## config.mk

```make
export PLATFORM = sky130hd
export DESIGN_NAME = read_sched
export DESIGN_NICKNAME = d
export VERILOG_FILES = /design/src/rtl/read_sched.sv
export SDC_FILE = /design/constraint.sdc
export NUM_CORES = 1
export LEC_CHECK = 0
export CORE_MARGIN = 2
export CORE_UTILIZATION = 42
export DETAILED_ROUTE_END_ITERATION = 12
export GPL_TIMING_DRIVEN = 0
export PLACE_DENSITY = 0.74
export RECOVER_POWER = 25
export SLEW_MARGIN = 10
export SYNTH_ARGS = -nofsm -noshare
export SYNTH_HDL_FRONTEND = slang
export SYNTH_SLANG_ARGS = --single-unit
```

## constraint.sdc

```tcl
create_clock -name clk -period 1.5 [get_ports clk]
set_clock_uncertainty 0.05 [all_clocks]
set_input_delay 0.375 -clock clk [delete_from_list [all_inputs] [get_ports clk]]
set_output_delay 0.375 -clock clk [all_outputs]
set_load 0.1 [all_outputs]
```

## src/rtl/read_sched.sv

```systemverilog
// Round-robin scheduler granting one of two requesters a BEATS-cycle row read.
// All outputs are flops updated alongside the state register (Moore).
module read_sched #(
    parameter int BEATS = 32
) (
    input  logic       clk,
    input  logic       rst_n,
    input  logic       req_a,
    input  logic [4:0] addr_a,
    input  logic       req_b,
    input  logic [4:0] addr_b,
    output logic       gnt_a,
    output logic       gnt_b,
    output logic       done_a,
    output logic       done_b,
    output logic       read_en,
    output logic [4:0] in_addr,
    output logic       busy
);

    typedef enum logic [1:0] {
        IDLE,
        LAUNCH,
        BUSY,
        DONE
    } state_t;

    state_t     state;
    logic [5:0] beat;
    logic       owner_b;
    logic       last_b;
    logic       pick_b;

    // B wins when alone, or when both ask and A was served last.
    assign pick_b = req_b && !(req_a && last_b);

    always_ff @(posedge clk or negedge rst_n) begin
        if (!rst_n) begin
            state   <= IDLE;
            beat    <= '0;
            owner_b <= 1'b0;
            last_b  <= 1'b1;
            in_addr <= '0;
            gnt_a   <= 1'b0;
            gnt_b   <= 1'b0;
            done_a  <= 1'b0;
            done_b  <= 1'b0;
            read_en <= 1'b0;
            busy    <= 1'b0;
        end else begin
            gnt_a   <= 1'b0;
            gnt_b   <= 1'b0;
            done_a  <= 1'b0;
            done_b  <= 1'b0;
            read_en <= 1'b0;
            unique case (state)
                IDLE: begin
                    if (req_a || req_b) begin
                        owner_b <= pick_b;
                        in_addr <= pick_b ? addr_b : addr_a;
                        gnt_a   <= !pick_b;
                        gnt_b   <= pick_b;
                        read_en <= 1'b1;
                        busy    <= 1'b1;
                        state   <= LAUNCH;
                    end
                end
                LAUNCH: begin
                    beat  <= '0;
                    state <= BUSY;
                end
                BUSY: begin
                    beat <= beat + 6'd1;
                    if (beat == 6'(BEATS - 1)) begin
                        done_a <= !owner_b;
                        done_b <= owner_b;
                        state  <= DONE;
                    end
                end
                DONE: begin
                    last_b <= owner_b;
                    busy   <= 1'b0;
                    state  <= IDLE;
                end
                default: state <= IDLE;
            endcase
        end
    end

endmodule

```

==> flow_metrics.env <==
export IMPL_r2r_start="state[0]"
export IMPL_maxCapViolCount=0
export IMPL_start_util_pct=43.25
export IMPL_critPathMaxStageDelay_ns=0.38
export IMPL_drive_gt1_share_pct=36.51
export IMPL_min_path_cells=1
export IMPL_power_density_mw_per_mm2=2315
export IMPL_die_h_um=51.27
export IMPL_critPathKind="reg2reg"
export IMPL_regToRegSetupSlack_ns=-0.02
export IMPL_wl_um=2039
export IMPL_core_mm2=0.002170
export IMPL_crit_fanout=4
export IMPL_insertion_delay_ns=0.29
export IMPL_rsz0062_at_grt="true"
export IMPL_r2r_end="beat[5]"
export IMPL_setup_viol=2
export IMPL_grt_max_degree=22
export IMPL_postCtsHoldBufs=0
export IMPL_outcome="finished with violations"
export IMPL_yosysWarnings=0
export IMPL_final_net_count=146
export IMPL_num_vias=758
export IMPL_place_congestion=0.7287
export IMPL_slowest_stage="or3_1"
export IMPL_syn_to_final_growth_pct=49.47
export IMPL_drc=0
export IMPL_fmax_mhz=657.7
export IMPL_io_buffers=24
export IMPL_min_delay_start="owner_b"
export IMPL_dieArea_mm2=0.002629
export IMPL_hold_ws_ns=0.4477
export IMPL_ys_ff_latch=21
export IMPL_timing_setup_tns_ns=-0.03369
export IMPL_dpl_hpwl_um=1353
export IMPL_first_iter_violations=12
export IMPL_clk_pin_slew_ns=0.11
export IMPL_endpoint_kind="flip-flop"
export IMPL_die_w_um=51.27
export IMPL_syn_inst=84
export IMPL_vdd_ir_drop_max_uv=1502
export IMPL_avgRoutedWirePerCell_um=13.24
export IMPL_cp_cell_sequence="inv_2, ha_4, buf_6, nand4_1, or3_1, a21oi_2"
export IMPL_cts_tree="done"
export IMPL_hold_viol=0
export IMPL_diodes=0
export IMPL_yosysUniqueCellTypes=28
export IMPL_clockRootBuffer="clkbuf_4"
export IMPL_startpoint_type="flip-flop"
export IMPL_antenna_found_initial=0
export IMPL_yosys_most_used_dff="dfrtp_1"
export IMPL_cp_arrival_ns=1.70
export IMPL_grt_pass1_wl_um=3001
export IMPL_row_count=17
export IMPL_cts_made_buffers=3
export IMPL_htreeDepth=1
export IMPL_worstHoldPathType="reg2reg"
export IMPL_whs_endpoint="done_a"
export IMPL_reg2reg_depth=6
export IMPL_tightest_slew_ns=0.9009
export IMPL_maxSlewHeadroom_pct=39.75
export IMPL_firstDrtPassIters=4
export IMPL_grt_pass1_vias=704
export IMPL_period_share_pct=101.4
export IMPL_min_period_ns=1.520
export IMPL_synth_area_um2=938.4
export IMPL_avgSynthCellArea_um2=11.17
export IMPL_ys_seq_area_share_pct=56.13
export IMPL_required_ns=1.68
export IMPL_p_leak_nw=0.6923
export IMPL_grt_usage_pct=15.77
export IMPL_clk_path_buf_depth=2
export IMPL_drtAntennaViolNets=0
export IMPL_grt_remaining_overflow=0
export IMPL_vias_per_cell=4.922
export IMPL_synth_edf_count=0
export IMPL_ios=25
export IMPL_finalMaxSlewViolations=0
export IMPL_violations="negative setup slack"
export IMPL_syn_nets=103
export IMPL_worst_slack_ns=-0.02044
export IMPL_synthArstFlopShare_pct=100.0
export IMPL_cts_sinks=21
-- repair_timing --
| action | in CTS | in global routing |
|---|---|---|
| gates cloned | 0 | 0 |
| pin swaps | 3 | 4 |
| setup buffers | 5 | 9 |
| resized for setup | 67 | 20 |
| setup endpoints to repair | 16 | 13 |
-- worst max-delay path by stage --
stage              from        to  slack, ns  cells after the start
2_1_floorplan  state[0]   beat[5]      0.009                      6
3_3_place_gp       busy      busy      -0.38                      1
3_5_place_dp      req_a  state[1]      -0.41                      4
4_1_cts        state[1]  state[1]      -0.07                      6
5_1_grt        state[0]  state[1]      -0.09                      5
6_report       state[0]   beat[5]      -0.02                      6
-- per-stage QoR --
stage | total power, mW | instance area, um2 | util (%) | setup slack [ns] | cells
after floorplan | 2.186 | 938.4 | - | 0.008902 | 84
after global placement | 2.554 | 1214 | 55.94 | -0.3807 | 136
after detailed placement | 2.594 | 1214 | 55.94 | -0.4075 | 136
after CTS | 2.914 | 1259 | 58.02 | -0.07494 | 145
after global routing | 3.442 | 1403 | 64.65 | -0.08972 | 154
final | 3.247 | 1403 | 64.65 | -0.02044 | 154
-- flip-flops by register name, indices dropped and copies added (netlist names) --
signal / flops
beat: 6
gnt_b: 1
done_b: 1
busy: 1
state: 2
owner_b: 1
gnt_a: 1
last_b: 1
done_a: 1
in_addr: 5
read_en: 1
-- cell usage after synthesis (2+ instances only) --
master / count / area [um2]
ha_1: 5 / 62.56
mux2i_1: 4 / 40.04
dfrtp_1: 20 / 500.5
nor2_1: 6 / 22.52
a222oi_1: 2 / 20.02
nand2_1: 6 / 22.52
inv_1: 9 / 33.78
o21ai_0: 9 / 45.04
nand3_1: 3 / 15.01
a21oi_1: 2 / 10.01
-- final cells by class --
class / count / area [um2]
flip-flops and latches: 21 / 526.8
clock buffers: 4 / 26.28
plain buffers: 2 / 22.52
repair buffers: 38 / 335.3
multi-input cells: 52 / 422.9
fillers: 195 / 767.0
well taps: 28 / 35.03
inverters: 9 / 33.78
-- worst max-delay path: cells and delay by family (launching register included) --
| kind | cells | cell delay, ns |
|---|---|---|
| AOI/OAI and AO/OA | 1 | 0.13 |
| adders and majority gates | 1 | 0.26 |
| buffers and inverters | 2 | 0.17 |
| DFF | 1 | 0.37 |
| and+or+nand+nor | 2 | 0.47 |
-- cells by family (layout without fill, tap and decap cells) --
kind of cell	count (synthesis)	in the layout	synth area share, %
AOI/OAI and AO/OA	18	18	13.07
adders and majority gates	5	5	6.667
muxes	6	6	6.667
xor gates and xnor gates	1	1	0.9335
DFF	21	21	56.13
and+or+nand+nor	22	22	11.60
buffers and inverters	11	53	4.933
-- routing by layer --
layer / up-vias / part of all wire (%) / global-route usage (%)
met1: 357 / 38 / 16.79
met2: 25 / 53 / 29.00
li1: 371 / - / -
met4: 0 / 1.6 / 7.895
met3: 5 / 7.5 / 3.509
met5: - / 0 / 0
-- report_power, final --
group | switching, mW | leakage [nW] | total (mW) | internal [mW]
Sequential | 0.103 | 0.270 | 0.862 | 0.759
Clock | 0.155 | 0.0150 | 0.259 | 0.104
Combinational | 1.35 | 0.407 | 2.13 | 0.779
-- layout by cell type (no fill, tap or decap), types with 2 or more instances in the layout --
cell type / netlist / layout
dfrtp_1: 20 / 20
buf_4: 1 / 18
clkdlybuf4s50_1: 0 / 11
clkbuf_4: 0 / 9
inv_1: 9 / 7
o21ai_0: 9 / 7
nand2_1: 6 / 6
nor2_1: 6 / 5
mux2i_1: 4 / 4
nand3_1: 3 / 3
inv_2: 0 / 2
buf_6: 0 / 2
a222oi_1: 2 / 2
a21oi_2: 0 / 2
ha_4: 0 / 2
ha_1: 5 / 2
dlymetal6s2s_1: 0 / 2
Power figures use the tool's default switching activity.
